===== config.mk =====
export PLATFORM = sky130hd
export DESIGN_NAME = axi_slave_port_arbiter
export DESIGN_NICKNAME = d
export VERILOG_FILES = /design/src/rtl/axi_slave_port_arbiter.sv
export SDC_FILE = /design/constraint.sdc
export NUM_CORES = 1
export LEC_CHECK = 0
export BUFFER_PORTS_ARGS = -buffer_cell sky130_fd_sc_hd__buf_2
export CAP_MARGIN = 20
export CORE_MARGIN = 2
export CORE_UTILIZATION = 30
export DETAILED_ROUTE_END_ITERATION = 8
export RECOVER_POWER = 25
export SLEW_MARGIN = 5
export SYNTH_ARGS = -nofsm -noshare
export SYNTH_HDL_FRONTEND = slang
export SYNTH_SLANG_ARGS = --single-unit

===== constraint.sdc =====
create_clock -name clk -period 13.7 [get_ports clk]
set_clock_uncertainty 0.1 [all_clocks]
set_input_delay 2.74 -clock clk [delete_from_list [all_inputs] [get_ports clk]]
set_output_delay 2.74 -clock clk [all_outputs]
set_load 0.1 [all_outputs]

===== src/rtl/axi_slave_port_arbiter.sv =====
// Round-robin arbiter sharing one peripheral slave port between NB_REQ requesters.
// One transaction in flight; requests outside [START_ADDR, END_ADDR] get a local error response.
module axi_slave_port_arbiter #(
  parameter int                    NB_REQ     = 3,
  parameter int                    ADDR_WIDTH = 32,
  parameter int                    DATA_WIDTH = 32,
  parameter logic [ADDR_WIDTH-1:0] START_ADDR = 32'h1A10_0000,
  parameter logic [ADDR_WIDTH-1:0] END_ADDR   = 32'h1A11_FFFF,
  localparam int                   IDW        = $clog2(NB_REQ)
) (
  input  logic                         clk,
  input  logic                         rst_n,
  input  logic [NB_REQ-1:0]            req_valid_i,
  output logic [NB_REQ-1:0]            req_ready_o,
  input  logic [NB_REQ*ADDR_WIDTH-1:0] req_addr_i,
  input  logic [NB_REQ-1:0]            req_we_i,
  input  logic [NB_REQ*DATA_WIDTH-1:0] req_wdata_i,
  output logic [NB_REQ-1:0]            rsp_valid_o,
  input  logic [NB_REQ-1:0]            rsp_ready_i,
  output logic [DATA_WIDTH-1:0]        rsp_rdata_o,
  output logic                         rsp_err_o,
  output logic                         slv_valid_o,
  input  logic                         slv_ready_i,
  output logic [ADDR_WIDTH-1:0]        slv_addr_o,
  output logic                         slv_we_o,
  output logic [DATA_WIDTH-1:0]        slv_wdata_o,
  input  logic                         slv_rsp_valid_i,
  output logic                         slv_rsp_ready_o,
  input  logic [DATA_WIDTH-1:0]        slv_rsp_rdata_i,
  input  logic                         slv_rsp_err_i,
  output logic [IDW-1:0]               gnt_id_o,
  output logic                         busy_o
);

  typedef enum logic [2:0] {
    ST_IDLE     = 3'd0,
    ST_ISSUE    = 3'd1,
    ST_WAIT_RSP = 3'd2,
    ST_DEC_ERR  = 3'd3,
    ST_RESP     = 3'd4
  } state_t;

  state_t                  state_r, state_nx_s;
  logic [IDW-1:0]          ptr_r, gnt_id_r, winner_s;
  logic [ADDR_WIDTH-1:0]   addr_r, win_addr_s;
  logic [DATA_WIDTH-1:0]   wdata_r, win_wdata_s, rdata_r;
  logic                    we_r, win_we_s, err_r;
  logic                    found_s, in_window_s, rsp_hs_s;
  int                      best_dist_s, dist_s;

  // Winner is the valid requester closest above the pointer, wrapping around.
  always_comb begin
    found_s     = 1'b0;
    winner_s    = '0;
    win_addr_s  = '0;
    win_wdata_s = '0;
    win_we_s    = 1'b0;
    best_dist_s = NB_REQ;
    dist_s      = 0;
    for (int i = 0; i < NB_REQ; i++) begin
      dist_s = (i + 2 * NB_REQ - int'(ptr_r) - 1) % NB_REQ;
      if (req_valid_i[i] && (dist_s < best_dist_s)) begin
        best_dist_s = dist_s;
        found_s     = 1'b1;
        winner_s    = IDW'(i);
        win_addr_s  = req_addr_i[i*ADDR_WIDTH +: ADDR_WIDTH];
        win_wdata_s = req_wdata_i[i*DATA_WIDTH +: DATA_WIDTH];
        win_we_s    = req_we_i[i];
      end else begin
        best_dist_s = best_dist_s;
      end
    end
    in_window_s = (win_addr_s >= START_ADDR) && (win_addr_s <= END_ADDR);
  end

  // Per-requester handshake decode; ready is gated by rst_n so it drops with reset.
  always_comb begin
    req_ready_o = '0;
    rsp_valid_o = '0;
    rsp_hs_s    = 1'b0;
    for (int i = 0; i < NB_REQ; i++) begin
      req_ready_o[i] = rst_n && (state_r == ST_IDLE) && found_s && (winner_s == IDW'(i));
      if ((state_r == ST_RESP) && (gnt_id_r == IDW'(i))) begin
        rsp_valid_o[i] = 1'b1;
        rsp_hs_s       = rsp_ready_i[i];
      end else begin
        rsp_valid_o[i] = 1'b0;
      end
    end
  end

  // Next-state logic.
  always_comb begin
    state_nx_s = state_r;
    case (state_r)
      ST_IDLE: begin
        if (found_s) begin
          state_nx_s = in_window_s ? ST_ISSUE : ST_DEC_ERR;
        end else begin
          state_nx_s = ST_IDLE;
        end
      end
      ST_ISSUE: begin
        if (slv_ready_i) state_nx_s = ST_WAIT_RSP;
        else             state_nx_s = ST_ISSUE;
      end
      ST_WAIT_RSP: begin
        if (slv_rsp_valid_i) state_nx_s = ST_RESP;
        else                 state_nx_s = ST_WAIT_RSP;
      end
      ST_DEC_ERR: state_nx_s = ST_RESP;
      ST_RESP: begin
        if (rsp_hs_s) state_nx_s = ST_IDLE;
        else          state_nx_s = ST_RESP;
      end
      default: state_nx_s = ST_IDLE;
    endcase
  end

  // State register.
  always_ff @(posedge clk or negedge rst_n) begin
    if (!rst_n) state_r <= ST_IDLE;
    else        state_r <= state_nx_s;
  end

  // Transaction fields, response capture and round-robin pointer.
  always_ff @(posedge clk or negedge rst_n) begin
    if (!rst_n) begin
      ptr_r    <= IDW'(NB_REQ - 1);
      gnt_id_r <= '0;
      addr_r   <= '0;
      we_r     <= 1'b0;
      wdata_r  <= '0;
      rdata_r  <= '0;
      err_r    <= 1'b0;
    end else begin
      case (state_r)
        ST_IDLE: begin
          if (found_s) begin
            gnt_id_r <= winner_s;
            addr_r   <= win_addr_s;
            we_r     <= win_we_s;
            wdata_r  <= win_wdata_s;
          end
        end
        ST_WAIT_RSP: begin
          if (slv_rsp_valid_i) begin
            rdata_r <= slv_rsp_rdata_i;
            err_r   <= slv_rsp_err_i;
          end
        end
        ST_DEC_ERR: begin
          rdata_r <= '0;
          err_r   <= 1'b1;
        end
        ST_RESP: begin
          if (rsp_hs_s) ptr_r <= gnt_id_r;
        end
        default: ptr_r <= ptr_r;
      endcase
    end
  end

  assign slv_valid_o     = (state_r == ST_ISSUE);
  assign slv_rsp_ready_o = (state_r == ST_WAIT_RSP);
  assign slv_addr_o      = addr_r;
  assign slv_we_o        = we_r;
  assign slv_wdata_o     = wdata_r;
  assign rsp_rdata_o     = rdata_r;
  assign rsp_err_o       = err_r;
  assign gnt_id_o        = gnt_id_r;
  assign busy_o          = (state_r != ST_IDLE);

endmodule


=== After elaboration in Yosys (flattened, before gate mapping) ===
Index checks and enable logic that the tools add are counted.
Widths: inputs -> output; s select.

* Reductions and logical operators: 20
* Muxes and demuxes: 32
* Equality and inequality tests: 9
* $add $sub $neg: 6
* Div/mod/pow operators: 3
* Order comparisons: 5

{| class="wikitable"
|+ Operators with widths
! kind !! count
|-
| $mux 32 || 9
|-
| $mod 32x3->32 const B || 3
|-
| $lt 32x32->1 || 2
|-
| $pmux 32 s2 || 1
|-
| $ge 32x29->1 const B || 1
|-
| $le 32x29->1 const B || 1
|-
| $lt 32x3->1 const B || 1
|-
| $pmux 3 s5 || 1
|-
| $mux 1 || 14
|-
| $logic_and 1x1->1 || 12
|-
| $sub 4x2->5 const B || 2
|-
| $mux 2 || 4
|-
| $sub 3x2->4 const A || 2
|-
| $eq 3x2->1 const B || 2
|-
| $mux 3 || 2
|-
| $reduce_and 2->1 || 3
|-
| $sub 5x2->6 const B || 1
|-
| $sub 4x2->5 const A || 1
|-
| $eq 2x1->1 const B || 2
|-
| $eq 2x2->1 const B || 2
|-
| $logic_not 2->1 || 2
|-
| $eq 3x1->1 const B || 1
|-
| $eq 3x3->1 const B || 1
|-
| $logic_not 3->1 || 1
|-
| 4 further kinds || 4
|}

* Input port bits: 238
* Bits in registers: 105
* Output and inout bits: 109

=== Longest topological paths before layout ===
* Depth in word-level cells: 17
* Depth in mapped cells: 44

=== Least setup slack after synthesis ===
Ideal clock, no wire load.

* Path type: register -> output
* Start: reg ptr_r[1]
* End: out req_ready_o[1]
* Data required time: 10.860 ns
* Arrival: 11.294 ns
* Cell stages (with the launch flop): 41
* Slack: -0.434 ns
* Cells stage by stage: dfstp_2 inv_1 ha_1 and3b_1 a311o_1 nor2_1 ha_1 inv_1 xnor2_1 ha_1 clkbuf_1 o2111ai_1 o211ai_1 a41o_1 clkbuf_1 buf_1 clkbuf_1 nand2_1 [... 5 more ...] a2111o_1 and3_1 a21oi_2 buf_2 buf_2 clkbuf_1 a21oi_1 ha_1 a21o_1 nand3_1 a21oi_1 a2111oi_0 o21ai_0 o211a_1 a311oi_2 buf_2 buf_2 nor3b_1

* Word-level cells in the longest chain between the ends: 14

{| class="wikitable"
|+ Ends and longest elaborated chain
! item !! RTL line !! RTL
|-
| start, declared || 44 || <nowiki>logic [IDW-1:0] ptr_r, gnt_id_r, winner_s;</nowiki>
|-
| start signal, assigned || 129 || <nowiki>ptr_r <= IDW'(NB_REQ - 1);</nowiki>
|-
| start signal, assigned || 157 || <nowiki>if (rsp_hs_s) ptr_r <= gnt_id_r;</nowiki>
|-
| start signal, assigned || 159 || <nowiki>default: ptr_r <= ptr_r;</nowiki>
|-
| $sub 3x2->4 || 61 || <nowiki>dist_s = (i + 2 * NB_REQ - int'(ptr_r) - 1) % NB_REQ;</nowiki>
|-
| $sub 4x2->5 || 61 ||
|-
| $mod 32x3->32 || 61 ||
|-
| $lt 32x3->1 || 62 || <nowiki>if (req_valid_i[i] && (dist_s < best_dist_s)) begin</nowiki>
|-
| $logic_and 1x1->1 || 62 ||
|-
| $mux 32 || 62 ||
|-
| $lt 32x32->1 || 62 ||
|-
| $logic_and 1x1->1 || 62 ||
|-
| $mux 32 || 62 ||
|-
| $lt 32x32->1 || 62 ||
|-
| $logic_and 1x1->1 || 62 ||
|-
| $mux 2 / $mux 1 (equally long branches) || 62 ||
|-
| $eq 2x1->1 / $logic_and 1x1->1 (equally long branches) || 82 || <nowiki>req_ready_o[i] = rst_n && (state_r == ST_IDLE) && found_s && (winner_s == IDW'(i));</nowiki>
|-
| $logic_and 1x1->1 * || 82 ||
|-
| end, declared || 14 || <nowiki>output logic [NB_REQ-1:0] req_ready_o,</nowiki>
|}

Every way passes the cells marked *; elsewhere a longest branch is shown, timed or not.

=== Final worst setup path ===
* Start: reg ptr_r[0]
* End: out req_ready_o[0]

* Word-level cells in the longest chain between the ends: 14

{| class="wikitable"
|+ Ends and longest elaborated chain
! item !! RTL line
|-
| $sub 3x2->4 || 61
|-
| $sub 4x2->5 || 61
|-
| $mod 32x3->32 || 61
|-
| $lt 32x3->1 || 62
|-
| $logic_and 1x1->1 || 62
|-
| $mux 32 || 62
|-
| $lt 32x32->1 || 62
|-
| $logic_and 1x1->1 || 62
|-
| $mux 32 || 62
|-
| $lt 32x32->1 || 62
|-
| $logic_and 1x1->1 || 62
|-
| $mux 2 / $mux 1 (equally long branches) || 62
|-
| $logic_not 2->1 / $logic_and 1x1->1 (equally long branches) || 82
|-
| $logic_and 1x1->1 * || 82
|}

Marks and branches as above.

==> impl_metrics.json <==
{
  "result_of_the_run": "complete, but fails checks",
  "violations": "max-capacitance violations, max-slew violations",
  "worst-r2r-setup-slack_ps": 2870,
  "largest_driver_fanout_on_the_critical_path": 51,
  "grt.total_usage_pct": 18.3,
  "clock-sinks": 105,
  "hold_end": "rsp_rdata_o[16]$_DFFE_PN0P_",
  "holdPathStages": 1,
  "tritoncts": "built",
  "htreeDepth": 3,
  "dominant_combinational_cell_family_by_area_after_synthesis": "multiplexers",
  "async_flop_share_pct": 100,
  "remaining_max_slew_budget_at_the_tightest_pin_pct": -109,
  "timing.critical_path.to_type": "output port",
  "tritoncts.num_buffers": 9,
  "synthesis.instances": 1048,
  "vias_per_cell": 5.02,
  "critical-path-slowest-cell": "sky130_fd_sc_hd__dfrtp_1",
  "grt_first_pass_wirelength_um": 45500,
  "post_synth_xor_area_fraction_pct": 0.868,
  "layout_worst_path_cycle_share_pct": 94.3,
  "hold_path.startpoint": "rsp_rdata_o[16]$_DFFE_PN0P_",
  "reg2reg_to": "slv_wdata_o[21]$_DFFE_PN0P_",
  "fp.dieArea_sq_um": 31700,
  "synthesis.area_sq_um": 9090,
  "yosysWarningCount": 0,
  "worstPathArrival_ps": 10080,
  "die_height_um": 178,
  "tightestPinTransition_ps": 3130,
  "yosys_most_used_dff": "sky130_fd_sc_hd__dfrtp_1",
  "synth_edf_count": 0,
  "grt_pass1_vias": 8535,
  "clkSlewWorstSetupHoldPaths_ps": 80,
  "initial_antenna_violation_count": 1,
  "horiz_die_dim_um": 178,
  "hpwl_um": 23400,
  "worst_setup_path_start_kind": "register",
  "most-common-layout-cells": "sky130_fd_sc_hd__buf_2, sky130_fd_sc_hd__mux2i_1, sky130_fd_sc_hd__inv_1",
  "instance_area_after_placement_sq_um": 11200,
  "totalWireLength_um": 29900,
  "leading_area_contributor_after_synthesis": "sky130_fd_sc_hd__dfrtp_1",
  "io-pin-count": 347,
  "routed_wire_length_per_instance_um": 17.1,
  "layout-drive-gt1-share_pct": 29.1,
  "clk-insertion-delay-late_ps": 350,
  "cp_data_required_time_ps": 10860,
  "cts_setup_buffers": 0,
  "worst_hold_path_type": "register to register",
  "grt_max_degree": 103,
  "stdcell_area_sq_um": 11500,
  "synth_seq_cells": 105,
  "port-buffer-count": 346,
  "setup-tns-final_ps": 0,
  "synth-simple-area-share_pct": 11.7,
  "gp_congestion": 0.923,
  "synth-adder-area-share_pct": 10.2,
  "criticalPathCategory": "register to output port",
  "timing.final.setup_violations": 0,
  "maxCapViolCount": 1,
  "max_stage_delay_ps": 520,
  "rsz0062_at_grt": "false",
  "worst-r2r-cell-count": 37,
  "postSynthAreaPerCell_sq_um": 8.67,
  "reg2reg_from": "ptr_r[0]$_DFFE_PN0P_",
  "yosys.cell_types.count": 67,
  "layout-area-overhead-vs-synth_pct": 27.1,
  "initialDrtViolationCount": 330,
  "nNetsFinal": 1666,
  "drt_pass1_iterations": 5,
  "mostFrequentLayoutCell": "sky130_fd_sc_hd__buf_2",
  "synthMuxAreaShare_pct": 22.2,
  "maxSlewViolCount": 59,
  "grt_overflow_total": 0,
  "final_antenna_diode_count": 0,
  "crit_path_frequent_cell": "sky130_fd_sc_hd__ha_1",
  "synth_top_cell_area_share_pct": 28.6,
  "final.min_clock_period_ps": 12920,
  "yosysSeqAreaShare_pct": 28.9,
  "floorplan.initialDensity_pct": 30.6,
  "via_count": 8782,
  "antenna_violating_nets_post_route": 0,
  "drt_drc_violations_left": 0,
  "clock_path_buffers": 2,
  "clock-root-buffer": "sky130_fd_sc_hd__clkbuf_16",
  "fraction_of_the_mapped_netlist_area_in_compound_gates_pct": 15.5,
  "mappedNetlistNets": 1360,
  "timing.fmax_ghz": 0.0774,
  "finish.utilization_pct": 38.8,
  "design.core.area_sq_um": 29700,
  "finalHoldViolations": 0,
  "placementRows": 63,
  "synthTopCellsByArea": "sky130_fd_sc_hd__dfrtp_1, sky130_fd_sc_hd__mux2i_1, sky130_fd_sc_hd__ha_1"
}
-- critical path: cells and delay by family (launching register included) --
kind | cells | cell delay (ps)
flip-flops | 1 | 520
buffers and inverters | 5 | 1030
adder cells (fa/ha/maj) | 5 | 1720
AO/OA/AOI/OAI | 16 | 3800
XOR/XNOR | 2 | 610
AND/OR/NAND/NOR | 8 | 2030
-- layout make-up --
class	instances	area, sq um
Tap cell	390	488
Inverter	169	634
Clock buffer	9	225
Sequential cell	105	2630
Fill cell	3076	18200
Timing Repair Buffer	362	1920
Multi-Input combinational cell	707	5560
Clock inverter	7	93.8
-- how the worst max path moves through the flow --
stage / start / endpoint / slack [ps] / cells past startpoint
floorplan: ptr_r[1]$_DFFE_PN1P_ / req_ready_o[2] / 440 / 41
global placement: ptr_r[0]$_DFFE_PN0P_ / req_ready_o[0] / 1010 / 36
detailed placement: ptr_r[0]$_DFFE_PN0P_ / req_ready_o[0] / 720 / 36
global route: ptr_r[0]$_DFFE_PN0P_ / req_ready_o[0] / 60 / 36
CTS: ptr_r[0]$_DFFE_PN0P_ / req_ready_o[0] / 280 / 36
finish: ptr_r[0]$_DFFE_PN0P_ / req_ready_o[0] / 780 / 36
-- sequential cells by signal (all words and copies together), names as in the netlist --
register,flops
slv_wdata_o,32
state_r,3
rsp_err_o,1
rsp_rdata_o,32
slv_addr_o,32
ptr_r,2
slv_we_o,1
gnt_id_o,2
-- repair_timing --
action / 4_1_cts / 5_1_grt
endpoints found under the setup margin: 0 / 3
gates resized for setup: 0 / 7
hold buffers: 0 / 0
-- synthesized netlist by cell type, types with 3 or more instances --
master                      instances
sky130_fd_sc_hd__o41ai_1           13
sky130_fd_sc_hd__o211ai_1           4
sky130_fd_sc_hd__a22o_1            33
sky130_fd_sc_hd__a2111oi_0          3
sky130_fd_sc_hd__o21bai_1           3
sky130_fd_sc_hd__and2_1             3
sky130_fd_sc_hd__nand3_1           11
sky130_fd_sc_hd__ha_1              74
sky130_fd_sc_hd__a21o_1            10
sky130_fd_sc_hd__nor4_1             9
sky130_fd_sc_hd__and3_1             3
sky130_fd_sc_hd__mux2i_1          194
sky130_fd_sc_hd__mux2_2             6
sky130_fd_sc_hd__inv_1            167
sky130_fd_sc_hd__buf_2             12
sky130_fd_sc_hd__o31ai_1            3
sky130_fd_sc_hd__nor3_1            11
sky130_fd_sc_hd__buf_4             11
sky130_fd_sc_hd__xnor2_1            9
sky130_fd_sc_hd__a211oi_1           5
sky130_fd_sc_hd__clkbuf_1          37
sky130_fd_sc_hd__dfrtp_1          104
sky130_fd_sc_hd__nand2_1          112
sky130_fd_sc_hd__nand2b_1           7
sky130_fd_sc_hd__buf_1              5
sky130_fd_sc_hd__nand4_1           22
sky130_fd_sc_hd__a31oi_1           19
sky130_fd_sc_hd__nor2_1            26
sky130_fd_sc_hd__o21ai_0           24
sky130_fd_sc_hd__nor2b_1            4
sky130_fd_sc_hd__and4_1             5
sky130_fd_sc_hd__a21oi_1           51
-- per-layer routing --
metal | global-route usage, % | vias up | wire, um
met5 | 0 | - | 13
li1 | - | 4273 | -
met2 | 31.5 | 278 | 14900
met4 | 6.63 | 2 | 984
met1 | 22.7 | 4178 | 12600
met3 | 3.22 | 51 | 1480
-- cells by family (layout without fill, tap and decap cells) --
logic type	Yosys count	in the layout
and+or+nand+nor	224	224
DFF	105	105
adders and majority gates	74	74
other	1	1
xor gates and xnor gates	9	9
buffers and inverters	236	547
muxes	201	201
AOI/OAI and AO/OA	198	198
-- through the flow --
stage	hold WS [ps]	std cells	worst slack, ps
final	406	1749	784
after floorplan	429	1048	443
after CTS	410	1748	277
after global routing	425	1749	58.7
after detailed placement	387	1732	716
after global placement	384	1731	1010
Power is left out: the tool's default activity adds up to more than one toggle a clock period on the data nets, which glitch-free logic cannot reach.
